## config.mk

```make
export PLATFORM = sky130hd
export DESIGN_NAME = booth_r4_pp_accum_flat
export DESIGN_NICKNAME = d
export VERILOG_FILES = /design/src/rtl/booth_r4_pp_accum_if.sv /design/src/rtl/booth_r4_pp_accum.sv /design/src/flat_wrapper.sv
export SDC_FILE = /design/constraint.sdc
export NUM_CORES = 1
export LEC_CHECK = 0
export CAP_MARGIN = 20
export CELL_PAD_IN_SITES_DETAIL_PLACEMENT = 1
export CELL_PAD_IN_SITES_GLOBAL_PLACEMENT = 2
export CORE_MARGIN = 4
export CORE_UTILIZATION = 32
export CTS_CLUSTER_DIAMETER = 150
export DETAILED_ROUTE_END_ITERATION = 12
export PLACE_DENSITY_LB_ADDON = 0.08
export SETUP_SLACK_MARGIN = 0.15
export SLEW_MARGIN = 20
export SYNTH_ARGS = -nofsm -noshare
export SYNTH_HDL_FRONTEND = slang
export SYNTH_SLANG_ARGS = --single-unit
```

## constraint.sdc

```tcl
create_clock -name clk -period 4.77 [get_ports clk]
set_input_delay 0.954 -clock clk [delete_from_list [all_inputs] [get_ports clk]]
set_output_delay 0.954 -clock clk [all_outputs]
set_load 0.01 [all_outputs]
```

## src/rtl/booth_r4_pp_accum_if.sv

```systemverilog
// Operand/product handshake bundle for booth_r4_pp_accum. digit_err exists only
// when BOOTH_DIGIT_CHECK_EN is defined; dbg_state mirrors the FSM for observation.
interface booth_r4_pp_accum_if #(
  parameter int WIDTH = 8
);
  localparam int NDIG = WIDTH / 2;

  // Handshake: a transfer happens on a rising clk edge where valid && ready are
  // both high. The source holds valid and its payload until that edge; the sink
  // may raise or drop ready at will; ready never waits on valid.
  logic                  in_valid;
  logic                  in_ready;
  logic [WIDTH-1:0]      a_in;
  logic [NDIG*3-1:0]     digits_in;
  logic                  out_valid;
  logic                  out_ready;
  logic [2*WIDTH-1:0]    p_out;
  logic                  busy;
  logic [1:0]            dbg_state;
`ifdef BOOTH_DIGIT_CHECK_EN
  logic                  digit_err;
`endif

  modport slave (
    input  in_valid, a_in, digits_in, out_ready,
    output in_ready, out_valid, p_out, busy, dbg_state
`ifdef BOOTH_DIGIT_CHECK_EN
    , output digit_err
`endif
  );

  modport master (
    output in_valid, a_in, digits_in, out_ready,
    input  in_ready, out_valid, p_out, busy, dbg_state
`ifdef BOOTH_DIGIT_CHECK_EN
    , input digit_err
`endif
  );
endinterface

```

## src/rtl/booth_r4_pp_accum.sv

```systemverilog
// Sequential radix-4 Booth partial-product accumulator: one digit per clock.
// Optional illegal-digit flag (digit_err) is enabled with BOOTH_DIGIT_CHECK_EN.
module booth_r4_pp_accum #(
  parameter int WIDTH = 8
) (
  input  logic                 clk,
  input  logic                 rst_n,
  booth_r4_pp_accum_if.slave   bus
);
  localparam int NDIG = WIDTH / 2;
  localparam int PW   = 2 * WIDTH;
  localparam int CW   = (NDIG > 1) ? $clog2(NDIG) : 1;

  typedef enum logic [1:0] {
    IDLE = 2'd0,
    RUN  = 2'd1,
    DONE = 2'd2
  } state_t;

  state_t              state_q;
  logic [PW-1:0]       a_q;
  logic [PW-1:0]       acc_q;
  logic [PW-1:0]       p_q;
  logic [NDIG*3-1:0]   dig_q;
  logic [CW-1:0]       cnt_q;
  logic                ov_q;

  logic [2:0]          cur_dig;
  logic [PW-1:0]       mag;
  logic [PW-1:0]       pp;
  logic [PW-1:0]       pp_sh;
  logic [PW-1:0]       sum;
  logic                last_dig;

  // Digit k of the registered multiplier is consumed in the cycle cnt_q == k.
  always_comb begin
    cur_dig = 3'b000;
    for (int k = 0; k < NDIG; k++) begin
      if (cnt_q == CW'(k)) cur_dig = dig_q[3*k +: 3];
    end
  end

  // one=two=1 falls through both selects and contributes zero.
  always_comb begin
    mag = '0;
    if (cur_dig[0] && !cur_dig[1]) mag = a_q;
    else if (cur_dig[1] && !cur_dig[0]) mag = a_q << 1;
    pp       = cur_dig[2] ? (~mag + PW'(1)) : mag;
    pp_sh    = pp << {cnt_q, 1'b0};
    sum      = acc_q + pp_sh;
    last_dig = (cnt_q == CW'(NDIG - 1));
  end

`ifdef BOOTH_DIGIT_CHECK_EN
  logic illegal;
  logic err_acc_q;
  logic err_q;

  assign illegal = cur_dig[0] && cur_dig[1];

  always_ff @(posedge clk or negedge rst_n) begin
    if (!rst_n) begin
      err_acc_q <= 1'b0;
      err_q     <= 1'b0;
    end else begin
      if (state_q == IDLE && bus.in_valid) begin
        err_acc_q <= 1'b0;
      end else if (state_q == RUN) begin
        err_acc_q <= err_acc_q | illegal;
        if (last_dig) err_q <= err_acc_q | illegal;
      end
    end
  end

  assign bus.digit_err = err_q;
`endif

  always_ff @(posedge clk or negedge rst_n) begin
    if (!rst_n) begin
      state_q <= IDLE;
      a_q     <= '0;
      acc_q   <= '0;
      p_q     <= '0;
      dig_q   <= '0;
      cnt_q   <= '0;
      ov_q    <= 1'b0;
    end else begin
      case (state_q)
        IDLE: begin
          if (bus.in_valid) begin
            a_q     <= {{WIDTH{bus.a_in[WIDTH-1]}}, bus.a_in};
            dig_q   <= bus.digits_in;
            acc_q   <= '0;
            cnt_q   <= '0;
            state_q <= RUN;
          end
        end
        RUN: begin
          acc_q <= sum;
          cnt_q <= cnt_q + CW'(1);
          if (last_dig) begin
            p_q     <= sum;
            ov_q    <= 1'b1;
            state_q <= DONE;
          end
        end
        DONE: begin
          // Return to IDLE only; the next accept waits one cycle for in_ready.
          if (bus.out_ready) begin
            ov_q    <= 1'b0;
            state_q <= IDLE;
          end
        end
        default: begin
          ov_q    <= 1'b0;
          state_q <= IDLE;
        end
      endcase
    end
  end

  assign bus.in_ready  = (state_q == IDLE);
  assign bus.out_valid = ov_q;
  assign bus.p_out     = p_q;
  assign bus.busy      = (state_q != IDLE);
  assign bus.dbg_state = state_q;
endmodule

```

## src/flat_wrapper.sv

```systemverilog
// flat-port wrapper written by rule: the top's interface ports become plain ports
module booth_r4_pp_accum_flat 
#(
  parameter int WIDTH = 8
)
  (clk, rst_n, bus_in_valid, bus_a_in, bus_digits_in, bus_out_ready, bus_in_ready, bus_out_valid, bus_p_out, bus_busy, bus_dbg_state);
  booth_r4_pp_accum_if #(.WIDTH(WIDTH)) bus_i ();
  input  logic clk;
  input  logic rst_n;
  input wire logic [$bits(bus_i.in_valid)-1:0] bus_in_valid;
  input wire logic [$bits(bus_i.a_in)-1:0] bus_a_in;
  input wire logic [$bits(bus_i.digits_in)-1:0] bus_digits_in;
  input wire logic [$bits(bus_i.out_ready)-1:0] bus_out_ready;
  output wire logic [$bits(bus_i.in_ready)-1:0] bus_in_ready;
  output wire logic [$bits(bus_i.out_valid)-1:0] bus_out_valid;
  output wire logic [$bits(bus_i.p_out)-1:0] bus_p_out;
  output wire logic [$bits(bus_i.busy)-1:0] bus_busy;
  output wire logic [$bits(bus_i.dbg_state)-1:0] bus_dbg_state;
  assign bus_i.in_valid = bus_in_valid;
  assign bus_i.a_in = bus_a_in;
  assign bus_i.digits_in = bus_digits_in;
  assign bus_i.out_ready = bus_out_ready;
  assign bus_in_ready = bus_i.in_ready;
  assign bus_out_valid = bus_i.out_valid;
  assign bus_p_out = bus_i.p_out;
  assign bus_busy = bus_i.busy;
  assign bus_dbg_state = bus_i.dbg_state;
  booth_r4_pp_accum #(.WIDTH(WIDTH)) u_core (.clk(clk), .rst_n(rst_n), .bus(bus_i));
endmodule
```

==> results of run 1 <==
critical path, stage by stage (launching register included):
cell	delay, ns
dfrtp_2	0.45
inv_4	0.06
ha_4	0.18
nand3b_1	0.20
a211oi_2	0.33
nor2_2	0.08
a22oi_2	0.20
ha_2	0.25
o221ai_4	0.11
o31ai_2	0.22
xor2_1	0.14
mux2i_2	0.27
mux2i_1	0.14
ha_2	0.20
or3_4	0.39
nor2_2	0.08
o21a_1	0.16
or3_4	0.15
a21oi_4	0.05
o21a_1	0.21
or4_4	0.49
nand3_2	0.08
layout make-up:
type / count / area share [%]
Sequential cell: 57 / 28.8
Tap cell: 143 / 3.60
Inverter: 11 / 0.932
Multi-Input combinational cell: 315 / 47.9
Clock buffer: 13 / 5.04
Clock inverter: 3 / 0.806
Timing Repair Buffer: 71 / 12.9
layout by cell type, fill, tap and decap left out, types with 4 or more instances in the layout:
master / n
dfrtp_1: 55
clkdlybuf4s50_1: 43
o21ai_0: 37
nand2_1: 35
nor2_1: 32
buf_4: 26
mux2_2: 22
nand3_1: 20
a21oi_1: 16
ha_1: 16
xnor2_1: 14
inv_1: 9
clkbuf_16: 9
o21ai_1: 8
xor2_1: 6
mux2i_1: 6
nor2b_1: 5
nor3_1: 5
o21a_1: 4
cell families (layout without fill, tap and decap cells):
kind of cell	after synthesis	in the layout	synth area share, %
buffers and inverters	33	98	3.80
AOI/OAI and AO/OA	111	111	19.3
adders and majority gates	23	23	7.86
and+or+nand+nor	131	131	17.3
muxes	30	30	9.06
DFF	57	57	38.0
xor gates and xnor gates	20	20	4.66
through the flow:
| step | cell area, um^2 | instances | hold slack (ns) | utilization (%) | setup TNS [ns] |
|---|---|---|---|---|---|
| 3_5_place_dp | 4400 | 587 | 0.469 | 38.4 | -0.101 |
| 4_1_cts | 4760 | 607 | 0.480 | 41.5 | 0 |
| 2_1_floorplan | 3760 | 405 | 0.473 | - | 0 |
| 6_report | 4970 | 613 | 0.475 | 43.3 | 0 |
| 5_1_grt | 4970 | 613 | 0.509 | 43.3 | -0.0316 |
| 3_3_place_gp | 4400 | 587 | 0.463 | 38.4 | 0 |
flip-flops by register name, indices dropped and copies added (netlist names):
register / count
u_core.cnt_q: 2
u_core.bus.dbg_state: 2
u_core.a_q: 8
u_core.bus.out_valid: 1
u_core.bus.p_out: 16
u_core.dig_q: 12
u_core.acc_q: 16
repair_timing:
item / in CTS / in global routing
gates resized for setup: 11 / 42
buffers inserted: 4 / 6
setup endpoints to repair: 12 / 13
pin swaps: 4 / 22
how the worst max path moves through the flow:
| stage | from | end | cells past startpoint |
|---|---|---|---|
| detailed placement | u_core.cnt_q[0] | u_core.bus.p_out[15] | 21 |
| CTS | u_core.cnt_q[0] | u_core.bus.p_out[15] | 21 |
| global route | u_core.cnt_q[1] | u_core.bus.p_out[12] | 22 |
| finish | u_core.cnt_q[1] | u_core.acc_q[15] | 21 |
| global placement | u_core.cnt_q[1] | u_core.bus.p_out[14] | 21 |
| floorplan | u_core.cnt_q[0] | u_core.bus.p_out[15] | 21 |
metal layers:
metal  wire, um  share of wire, %
met1       4770                46
met2       5030                49
met3        273               2.7
met4        222               2.2
met5          0                 0
==> impl_metrics.tcl, run 1 <==
set metrics [dict create \
    grt_pass1_wl_um 17000 \
    drt_first_pass_iters 4 \
    synth-seq-cells 57 \
    multiInputGateArea_um2 2380 \
    htree_levels 3 \
    worst-setup-path-type "reg -> reg" \
    worstSetupEndpointType "register" \
    routedWlPerCell_um 16.8 \
    cts_buffers 9 \
    grt_max_degree 58 \
    cts_sinks 57 \
    timing.final.crit_share_pct 94.8 \
    yosysMostFrequentCell "dfrtp_1" \
    netlist-cell-type-count 60 \
    status "finished, final reports clean" \
    wl_um 10300 \
    synth_area_um2 3760 \
    clk_pin_slew_worst_paths_ns 0.05 \
    cp.required_ns 5.05 \
    seqCellArea_um2 1430 \
    yosysSeqAreaShare_pct 38.0 \
    die-area_um2 13500 \
    path_max_fanout 6 \
    grt_use_met1_pct 20.0 \
    die_w_um 116 \
    pre_cts_slack_ns -0.0533 \
    maxSlewViolCount 0 \
    timing.rr.end "u_core.acc_q[15]" \
    io_buffers 44 \
    n_fill_cell 1302 \
    crit_arrival_ns 4.80 \
    grt_pass1_vias 3353 \
    synth-edff-count 0 \
    drv_cap 0 \
    synth_warnings 0 \
    ys_top_cells_by_count "dfrtp_1, o21ai_0, nand2_1, nor2_1" \
    synthesis.nets 452 \
    drt_iter0_markers 55 \
    fin_ws_ns 0.247 \
    setup_viol 0 \
    cp-start-kind "register" \
    fmax_mhz 221 \
    synth_ff_type "dfrtp_1" \
    syn_area_per_cell_um2 9.28 \
    initial_core_util_pct 32.8 \
    area_growth_pct 32.2 \
    worst-r2r-cell-count 21 \
    min_to "u_core.bus.p_out[13]" \
    gr-usage-met3_pct 3.21 \
    vias 3167 \
    drive_above_1_share_pct 25.1 \
    fin_skew_ns 0.00931 \
    async_flop_share_pct 100 \
    use_met2_pct 27.6 \
    reg2reg_slack_ns 0.25 \
    diodes 0 \
    grt-ovfl-total 0 \
    vias_per_cell 5.17 \
    worst_skew_pair.late_latency_ns 0.34 \
    rsz0062_at_grt "yes" \
    grt_busiest_layer "met2" \
    io_pins 45 \
    hpwl_um 7290 \
    worst_r2r_startpoint "u_core.cnt_q[1]" \
    core.rowCount 39 \
    nets 512 \
    relSlewSlack_pct 36.9 \
    globalplace.congestion 0.820 \
    clk_path_buf_depth 2 \
    drc 0 \
    cts_hold_buf 0 \
    fp.dieH_um 116 \
    hold_class "reg -> reg" \
    antenna_left 0 \
    netlist_instances 405 \
    worst_pin_slew_ns 0.944 \
    synth_top_area_cell "dfrtp_1" \
    hp-start "u_core.bus.p_out[13]" \
    synth_top_area_share_pct 38.0 \
    antenna_found_initial 0 \
    hold_viol 0 \
    synthTopCellsByArea "dfrtp_1, ha_1, mux2_2" \
    cts_root_buf "clkbuf_16" \
    grt_usage_pct 16.3 \
    fin_crit_ns 4.52 \
    hold_depth 2 \
    tritoncts "yes" \
    design.core.area_um2 11500 \
]
Power of run 1 is left out: the tool's default activity adds up to more than one toggle a clock period on the data nets, which glitch-free logic cannot reach.
==> run 2, diff against run 1 <==
--- a/config.mk
+++ b/config.mk
@@ -9,7 +9,7 @@
 export CELL_PAD_IN_SITES_DETAIL_PLACEMENT = 1
 export CELL_PAD_IN_SITES_GLOBAL_PLACEMENT = 2
 export CORE_MARGIN = 4
-export CORE_UTILIZATION = 32
+export CORE_UTILIZATION = 35
 export CTS_CLUSTER_DIAMETER = 150
 export DETAILED_ROUTE_END_ITERATION = 12
 export PLACE_DENSITY_LB_ADDON = 0.08
==> constraint.sdc (replaced) <==
create_clock -name clk -period 4.2 [get_ports clk]
set_input_delay 0.84 -clock clk [delete_from_list [all_inputs] [get_ports clk]]
set_output_delay 0.84 -clock clk [all_outputs]
set_load 0.01 [all_outputs]
==> impl_metrics.tcl, run 2 (synthesis gave the netlist of run 1 again) <==
set metrics [dict create \
    reg2reg_slack_ns -0.22 \
    clk_path_buf_depth 2 \
    cts_root_buf "clkbuf_8" \
    design.core.area_um2 10400 \
    cp-start-kind "register" \
    io_pins 45 \
    worst_skew_pair.late_latency_ns 0.35 \
    nets 540 \
    wl_um 10700 \
    io_buffers 44 \
    crit_buf_inv 1 \
    violations "setup timing" \
    drc 0 \
    worstSetupEndpointType "register" \
    die_w_um 112 \
    initial_core_util_pct 36.2 \
    relSlewSlack_pct 35.2 \
    fin_skew_ns 0.0138 \
    clk_pin_slew_worst_paths_ns 0.08 \
    cp.required_ns 4.49 \
    worst_pin_slew_ns 0.970 \
    antenna_found_initial 0 \
    drt_first_pass_iters 4 \
    core.rowCount 37 \
    worst-setup-path-type "reg -> reg" \
    area_growth_pct 37.5 \
    fin_ws_ns -0.218 \
    antenna_left 0 \
    hold_class "reg -> reg" \
    crit_family "simple AND/OR/NAND/NOR gates" \
    hpwl_um 7760 \
    hold_viol 0 \
    post-route-util_pct 49.8 \
    vias_per_cell 5.21 \
    cp_cell_sequence "inv_4 -> ha_4 -> nand3b_1 -> a211oi_2 -> nor2_4 -> a22oi_2 -> ha_4 -> o221ai_4 -> o31ai_4 -> xor2_1 -> mux2i_1 -> mux2i_1 -> ha_2 -> or3_4 -> nor2_2 -> o21a_1 -> or3_4 -> a21oi_4 -> o21a_1 -> or4_4 -> nand3_2" \
    final_cell_mix "dfrtp_1, buf_4, clkdlybuf4s50_1" \
    status "complete, but fails checks" \
    grt_usage_pct 17.8 \
    vias 3306 \
    path_max_fanout 6 \
    crit_arrival_ns 4.71 \
    cpPeakStageDelay_ns 0.48 \
    die-area_um2 12500 \
    grt_max_degree 36 \
    drt_iter0_markers 99 \
    diodes 0 \
    slowest_stage "or4_4" \
    routedWlPerCell_um 16.9 \
    tritoncts "yes" \
    globalplace.congestion 0.854 \
    timing.final.crit_share_pct 105 \
    fp.dieH_um 112 \
    maxSlewViolCount 0 \
    fin_crit_ns 4.42 \
    worst_hold_slack_ns 0.485 \
    htree_levels 3 \
    fmax_mhz 226 \
    cts_buffers 9 \
    grt_pass1_vias 3547 \
    mostFrequentLayoutCell "dfrtp_1" \
    grt_pass1_wl_um 18000 \
    dpl-instance-area_um2 4710 \
    rsz0062_at_grt "yes" \
    drive_above_1_share_pct 31.3 \
    cts_sinks 57 \
    grt-ovfl-total 0 \
    fin_area_um2 5170 \
    drv_cap 0 \
    setup_viol 13 \
]
==> run 2: changes by cell type in the layout (fill, tap and decap cells not counted), sizes merged <==
cell,previous run,this run
bufinv,1,0
inv,11,10
clkinv,2,4
buf,28,56
==> run 2: what timing repair did <==
action | 4_1_cts | 5_1_grt
gates cloned | 0 | 0
buffers inserted | 5 | 4
pin swaps | 12 | 18
resized for setup | 23 | 33
endpoints found under the setup margin | 17 | 23
hold buffers | 0 | 0
==> run 2: metrics by stage <==
stage / setup slack [ns] / TNS, ns / instances
finish: -0.218 / -1.02 / 634
global route: -0.460 / -5.89 / 634
CTS: -0.126 / -0.516 / 630
detailed placement: -0.225 / -1.79 / 609
global placement: -0.113 / -0.388 / 609
floorplan: -0.00543 / -0.00543 / 405
==> run 2: final timing paths <==
kind,start,to,depth (start not counted)
max,u_core.cnt_q[1],u_core.acc_q[15],21
min in group asynchronous,rst_n,u_core.dig_q[0],1
min reg2reg,u_core.bus.p_out[14],u_core.bus.p_out[14],2
max reg2reg,u_core.cnt_q[1],u_core.acc_q[15],21
min,u_core.bus.p_out[14],u_core.bus.p_out[14],2
max in group asynchronous,rst_n,u_core.cnt_q[0],2
==> run 2: worst register-to-register path, cell delays in order (launching register included) <==
cell and delay, ns:
dfrtp_2 0.44, inv_4 0.07, ha_4 0.19, nand3b_1 0.20, a211oi_2 0.35, nor2_4 0.06, a22oi_2 0.23, ha_4 0.20
o221ai_4 0.12, o31ai_4 0.24, xor2_1 0.13, mux2i_1 0.20, mux2i_1 0.14, ha_2 0.21, or3_4 0.40, nor2_2 0.09
o21a_1 0.15, or3_4 0.15, a21oi_4 0.05, o21a_1 0.22, or4_4 0.48, nand3_2 0.06
==> run 2: final cells by class <==
cell class | instances | area, um^2
clock buffer | 13 | 159
clock inverter | 3 | 15.0
fill | 1173 | 5200
inverter | 11 | 48.8
multi-input combinational | 315 | 2490
sequential | 57 | 1430
tap | 136 | 170
timing repair buffer | 99 | 856
==> run 2: routing by layer <==
metal | vias to the layer above | wire length, um | share of wire, % | GRT usage [%]
met3 | 10 | 298 | 2.8 | 3.80
met1 | 1632 | 4950 | 46 | 22.5
met2 | 36 | 5360 | 50 | 31.0
met5 | - | 0 | 0 | 0
met4 | 0 | 121 | 1.1 | 4.46
li1 | 1628 | - | - | -
Power of run 2 is left out for the same reason.
==> run 3, diff against run 2 <==
--- a/config.mk
+++ b/config.mk
@@ -8,10 +8,13 @@
 export CAP_MARGIN = 20
 export CELL_PAD_IN_SITES_DETAIL_PLACEMENT = 1
 export CELL_PAD_IN_SITES_GLOBAL_PLACEMENT = 2
+export CORE_ASPECT_RATIO = 1.2
 export CORE_MARGIN = 4
 export CORE_UTILIZATION = 35
 export CTS_CLUSTER_DIAMETER = 150
+export CTS_CLUSTER_SIZE = 20
 export DETAILED_ROUTE_END_ITERATION = 12
+export GPL_TIMING_DRIVEN = 1
 export PLACE_DENSITY_LB_ADDON = 0.08
 export SETUP_SLACK_MARGIN = 0.15
 export SLEW_MARGIN = 20
==> impl_metrics.tcl, run 3 (synthesis gave the netlist of run 1 again) <==
set metrics [dict create \
    diodes 0 \
    fin_ws_ns -0.264 \
    maxSlewViolCount 0 \
    mostFrequentLayoutCell "buf_4" \
    drc 0 \
    hold_class "reg -> reg" \
    antenna_left 0 \
    worstSetupEndpointType "register" \
    design.core.area_um2 10500 \
    drt_iter0_markers 50 \
    cts_hold_buf 0 \
    routedWlPerCell_um 17.2 \
    fmax_mhz 224 \
    drive_above_1_share_pct 29.2 \
    io_pins 45 \
    area_growth_pct 38.9 \
    die_w_um 103 \
    grt_max_degree 36 \
    final_cell_mix "buf_4, dfrtp_1, clkdlybuf4s50_1" \
    grt_usage_pct 19.0 \
    violations "setup timing" \
    rsz0062_at_grt "yes" \
    clk_path_buf_depth 2 \
    tritoncts "yes" \
    vias_per_cell 5.28 \
    path_max_fanout 5 \
    hold_viol 0 \
    hpwl_um 7930 \
    htree_levels 3 \
    crit_arrival_ns 4.73 \
    core.rowCount 41 \
    setup_viol 16 \
    worst_pin_slew_ns 0.914 \
    nets 545 \
    drv_cap 0 \
    io_buffers 44 \
    relSlewSlack_pct 38.9 \
    cp.required_ns 4.46 \
    fin_crit_ns 4.46 \
    clk_pin_slew_worst_paths_ns 0.05 \
    drt_first_pass_iters 4 \
    status "complete, but fails checks" \
    wl_um 10900 \
    post-route-util_pct 49.6 \
    timing.final.crit_share_pct 106 \
    cts_root_buf "clkbuf_16" \
    die-area_um2 12500 \
    grt_pass1_vias 3760 \
    fin_skew_ns 0.00601 \
    n_fill_cell 1195 \
    fp.dieH_um 122 \
    grt-ovfl-total 0 \
    cp-start-kind "register" \
    worst_hold_slack_ns 0.477 \
    globalplace.congestion 0.875 \
    antenna_found_initial 0 \
    worst-setup-path-type "reg -> reg" \
    initial_core_util_pct 35.7 \
    worst_skew_pair.late_latency_ns 0.33 \
    vias 3335 \
    cts_buffers 9 \
    cts_sinks 57 \
    pre_cts_slack_ns -0.240 \
    fin_tns_setup_ns -2.20 \
    grt_pass1_wl_um 18500 \
]
## run 3: changes by cell type in the layout (fill, tap and decap cells not counted), sizes merged
cell      previous run  this run
buf                 56        61
bufinv               0         1
clkinvlp             0         3
inv                 10        11
clkbuf              13        10
clkinv               4         2
## run 3: path summary, 6_finish.rpt
kind	endpoint	depth (start not counted)	slack, ns	startpoint
worst max-delay path	u_core.acc_q[15]	21	-0.26	u_core.cnt_q[1]
worst min-delay path	u_core.bus.p_out[1]	2	0.48	u_core.bus.p_out[1]
worst max register to register	u_core.acc_q[15]	21	-0.26	u_core.cnt_q[1]
worst min register to register	u_core.bus.p_out[1]	2	0.48	u_core.bus.p_out[1]
max in group asynchronous	u_core.acc_q[11]	2	2.80	rst_n
min in group asynchronous	u_core.bus.out_valid	1	0.56	rst_n
## run 3: final cells by class
class                           instances  area, um^2  share of cell area, %
Multi-Input combinational cell        315        2380                   45.6
Timing Repair Buffer                  104         893                   17.1
Clock inverter                          6        66.3                   1.27
Sequential cell                        57        1430                   27.4
Tap cell                              129         161                   3.09
Inverter                               11        48.8                  0.935
Clock buffer                           10         239                   4.58
## run 3: routing by layer
layer,vias up,routed length (um),global-route usage [%]
li1,1641,-,-
met1,1635,4590,22.0
met3,14,308,3.45
met2,45,5750,34.1
met5,-,0,0
met4,0,211,7.05
## run 3: worst max-delay path: stages, from the launching register on
cell	delay (ns)
dfrtp_2	0.45
buf_4	0.16
ha_4	0.18
nor3b_2	0.17
a211o_1	0.29
nor2_4	0.13
nand2_1	0.15
ha_4	0.23
buf_4	0.14
nor3_2	0.13
a21oi_1	0.06
o31ai_2	0.31
o22ai_1	0.16
ha_2	0.22
or3_4	0.41
nor2_4	0.11
o21a_1	0.14
or3_4	0.13
a21oi_2	0.06
o21a_1	0.20
or4_1	0.47
nand3_1	0.08
## run 3: repair_timing
item                                    in CTS  in global routing
setup buffers                                7                  1
resized for setup                           24                  9
endpoints found under the setup margin      16                 22
pin swaps                                   13                  5
## run 3: metrics by stage
stage          cells  instance area (um^2)
2_1_floorplan    405                  3870
3_3_place_gp     608                  4750
3_5_place_dp     608                  4750
4_1_cts          631                  5180
5_1_grt          632                  5220
6_report         632                  5220
Power of run 3 is left out for the same reason.
==> RTL edit, RTL diff (flow settings as in run 3) <==
`WIDTH` is set to 8 in 3 places; all go to 4.
--- a/src/rtl/booth_r4_pp_accum_if.sv
+++ b/src/rtl/booth_r4_pp_accum_if.sv
@@ -1,7 +1,7 @@
 // Operand/product handshake bundle for booth_r4_pp_accum. digit_err exists only
 // when BOOTH_DIGIT_CHECK_EN is defined; dbg_state mirrors the FSM for observation.
 interface booth_r4_pp_accum_if #(
-  parameter int WIDTH = 8
+  parameter int WIDTH = 4
 );
   localparam int NDIG = WIDTH / 2;
 
--- a/src/rtl/booth_r4_pp_accum.sv
+++ b/src/rtl/booth_r4_pp_accum.sv
@@ -1,7 +1,7 @@
 // Sequential radix-4 Booth partial-product accumulator: one digit per clock.
 // Optional illegal-digit flag (digit_err) is enabled with BOOTH_DIGIT_CHECK_EN.
 module booth_r4_pp_accum #(
-  parameter int WIDTH = 8
+  parameter int WIDTH = 4
 ) (
   input  logic                 clk,
   input  logic                 rst_n,
--- a/src/flat_wrapper.sv
+++ b/src/flat_wrapper.sv
@@ -1,7 +1,7 @@
 // flat-port wrapper written by rule: the top's interface ports become plain ports
 module booth_r4_pp_accum_flat 
 #(
-  parameter int WIDTH = 8
+  parameter int WIDTH = 4
 )
   (clk, rst_n, bus_in_valid, bus_a_in, bus_digits_in, bus_out_ready, bus_in_ready, bus_out_valid, bus_p_out, bus_busy, bus_dbg_state);
   booth_r4_pp_accum_if #(.WIDTH(WIDTH)) bus_i ();
Ports: changed (resized bus_a_in, bus_digits_in and bus_p_out); port bits go from 45 to 27. No check against the original RTL was run, so the function may have changed too.
==> RTL edit against run 3 <==
Area after synthesis shrank 51%; maximum frequency grew 23%; largest cell class unchanged; wire length shrank 59%; core utilization shrank 5.1 points; die area shrank 48%; worst hold slack gained 0.0055 ns; setup slack gained 0.82 ns; design area shrank 57%; sequential cell count shrank 27; final cell count shrank 55%.
==> RTL edit: results (changes against run 3) <==
Status
  – Status: completed

GRT
  – First-pass GRT wire length: 7.92 mm (-57%)
  – GR Layer Usage met3: 0.0381 (+0.00360)
  – Gr usage total: 0.162 (-0.0283)
  – Vias in the first global route: 1,656 (-56%)
  – Largest net degree at the start of global routing: 31 (-14%)
  – GR Util met1: 0.193 (-0.0279)
  – M2 GR Usage: 0.281 (-0.0606)

Worst setup path
  – Reg2Reg Setup Slack: 0.56 ns (+0.82 ns)
  – CP max FO: 11 (+6)
  – Cell at the slowest stage of the critical path: dfrtp_1
  – Delay of the slowest cell on the worst path: 0.52 ns (+0.05 ns)
  – Top Family by Delay on Critical Path: compound AO/OA/AOI/OAI gates
  – Reg2Reg Depth: 12 (-43%)
  – Worst R2R Start: u_core.cnt_q
  – CP arrival: 3.83 ns (-0.90 ns)
  – Reg-to-Reg End: u_core.acc_q[7]

Timing
  – Clk_skew: 0.00647 ns (+0.000463 ns)
  – Slew @ Worst Pin: 0.783 ns (-0.131 ns)

Drt
  – TritonRoute pass-1 iters: 4 (unchanged)
  – Iteration-0 DRC count of the detailed router: 113 (+130%)
  – Metal-1 WL: 1.85 mm (-60%)
  – Routed len/inst: 15.7 um (-8.7%)
  – Met3 WL: 136 um (-56%)
  – Vias per cell: 5.30 (+0.38%)

Yosys
  – Sequential-to-total area share from yosys stat: 0.410 (+0.0305)
  – Netlist cell types: 36 (-40%)
  – Syn nets: 218 (-52%)
  – Cells after Synth: 195 (-52%)
  – Top post-synthesis cells by area: dfrtp_1, mux2_2, ha_1

Clocking
  – H-tree levels: 2 (-1)
  – Clock Latency Late Sink: 0.28 ns (-0.05 ns)
  – # resized after CTS: 0 (-100%)
  – Root Buffer: clkbuf_8
  – Total CTS buffers: 5 (-4)
  – Post-CTS Setup Bufs: 0 (-7)

Place
  – Post-Place Cell Area: 2150 um2 (-55%)
  – Placed cells: 276 (-55%)
  – IO buf count: 26 (-41%)
  – GP Congestion: 0.872 (-0.40%)
  – Dpl hpwl: 3.43 mm (-57%)

Final layout
  – Share of cells above drive strength 1: 0.112 (-0.180)
  – Nets: 246 (-55%)

Hold path
  – Min-delay src: u_core.bus.p_out[2]
  – Endpoint, Worst Hold: u_core.bus.p_out[2]
[RTL edit: cell types whose count changed after synthesis, moves of 10 or more]
| cell | run 3 | this run |
|---|---|---|
| nand2_1 | 38 | 24 |
| xnor2_1 | 14 | 4 |
| clkbuf_1 | 17 | 6 |
| a21oi_1 | 20 | 10 |
| o21ai_0 | 44 | 20 |
| nor2_1 | 33 | 15 |
| ha_1 | 22 | 8 |
| dfrtp_1 | 57 | 30 |
| nand3_1 | 21 | 10 |
[RTL edit: area by class of cell]
class | instances | area, um2 | area share
Sequential cell | 30 | 751 | 0.337
Tap cell | 60 | 75.1 | 0.0337
Timing Repair Buffer | 28 | 275 | 0.123
Clock buffer | 7 | 76.3 | 0.0342
Inverter | 7 | 26.3 | 0.0118
Multi-Input combinational cell | 151 | 1030 | 0.460
[RTL edit: worst max path at each step]
stage,from,endpoint,slack (ns),depth (start not counted)
after floorplan,u_core.cnt_q,u_core.acc_q[7],0.94,14
after detailed placement,u_core.cnt_q,u_core.acc_q[7],0.54,12
after global routing,u_core.dig_q[1],u_core.acc_q[7],0.19,13
after CTS,u_core.cnt_q,u_core.acc_q[7],0.50,12
after global placement,u_core.cnt_q,u_core.acc_q[7],0.70,12
final,u_core.cnt_q,u_core.acc_q[7],0.56,12
[RTL edit: cells by family after synthesis]
kind of cell,after synthesis,synth area share
mux,18,0.109
xor+xnor,10,0.0554
flops,30,0.410
simple gates,67,0.173
fa+ha+maj,9,0.0656
compound gates,47,0.158
buf+inv,14,0.0287
[RTL edit: through the flow]
stage / setup slack, ns / hold slack, ns
final: 0.557 / 0.483
after global routing: 0.195 / 0.522
after CTS: 0.504 / 0.489
after detailed placement: 0.539 / 0.475
after global placement: 0.703 / 0.463
after floorplan: 0.945 / 0.476
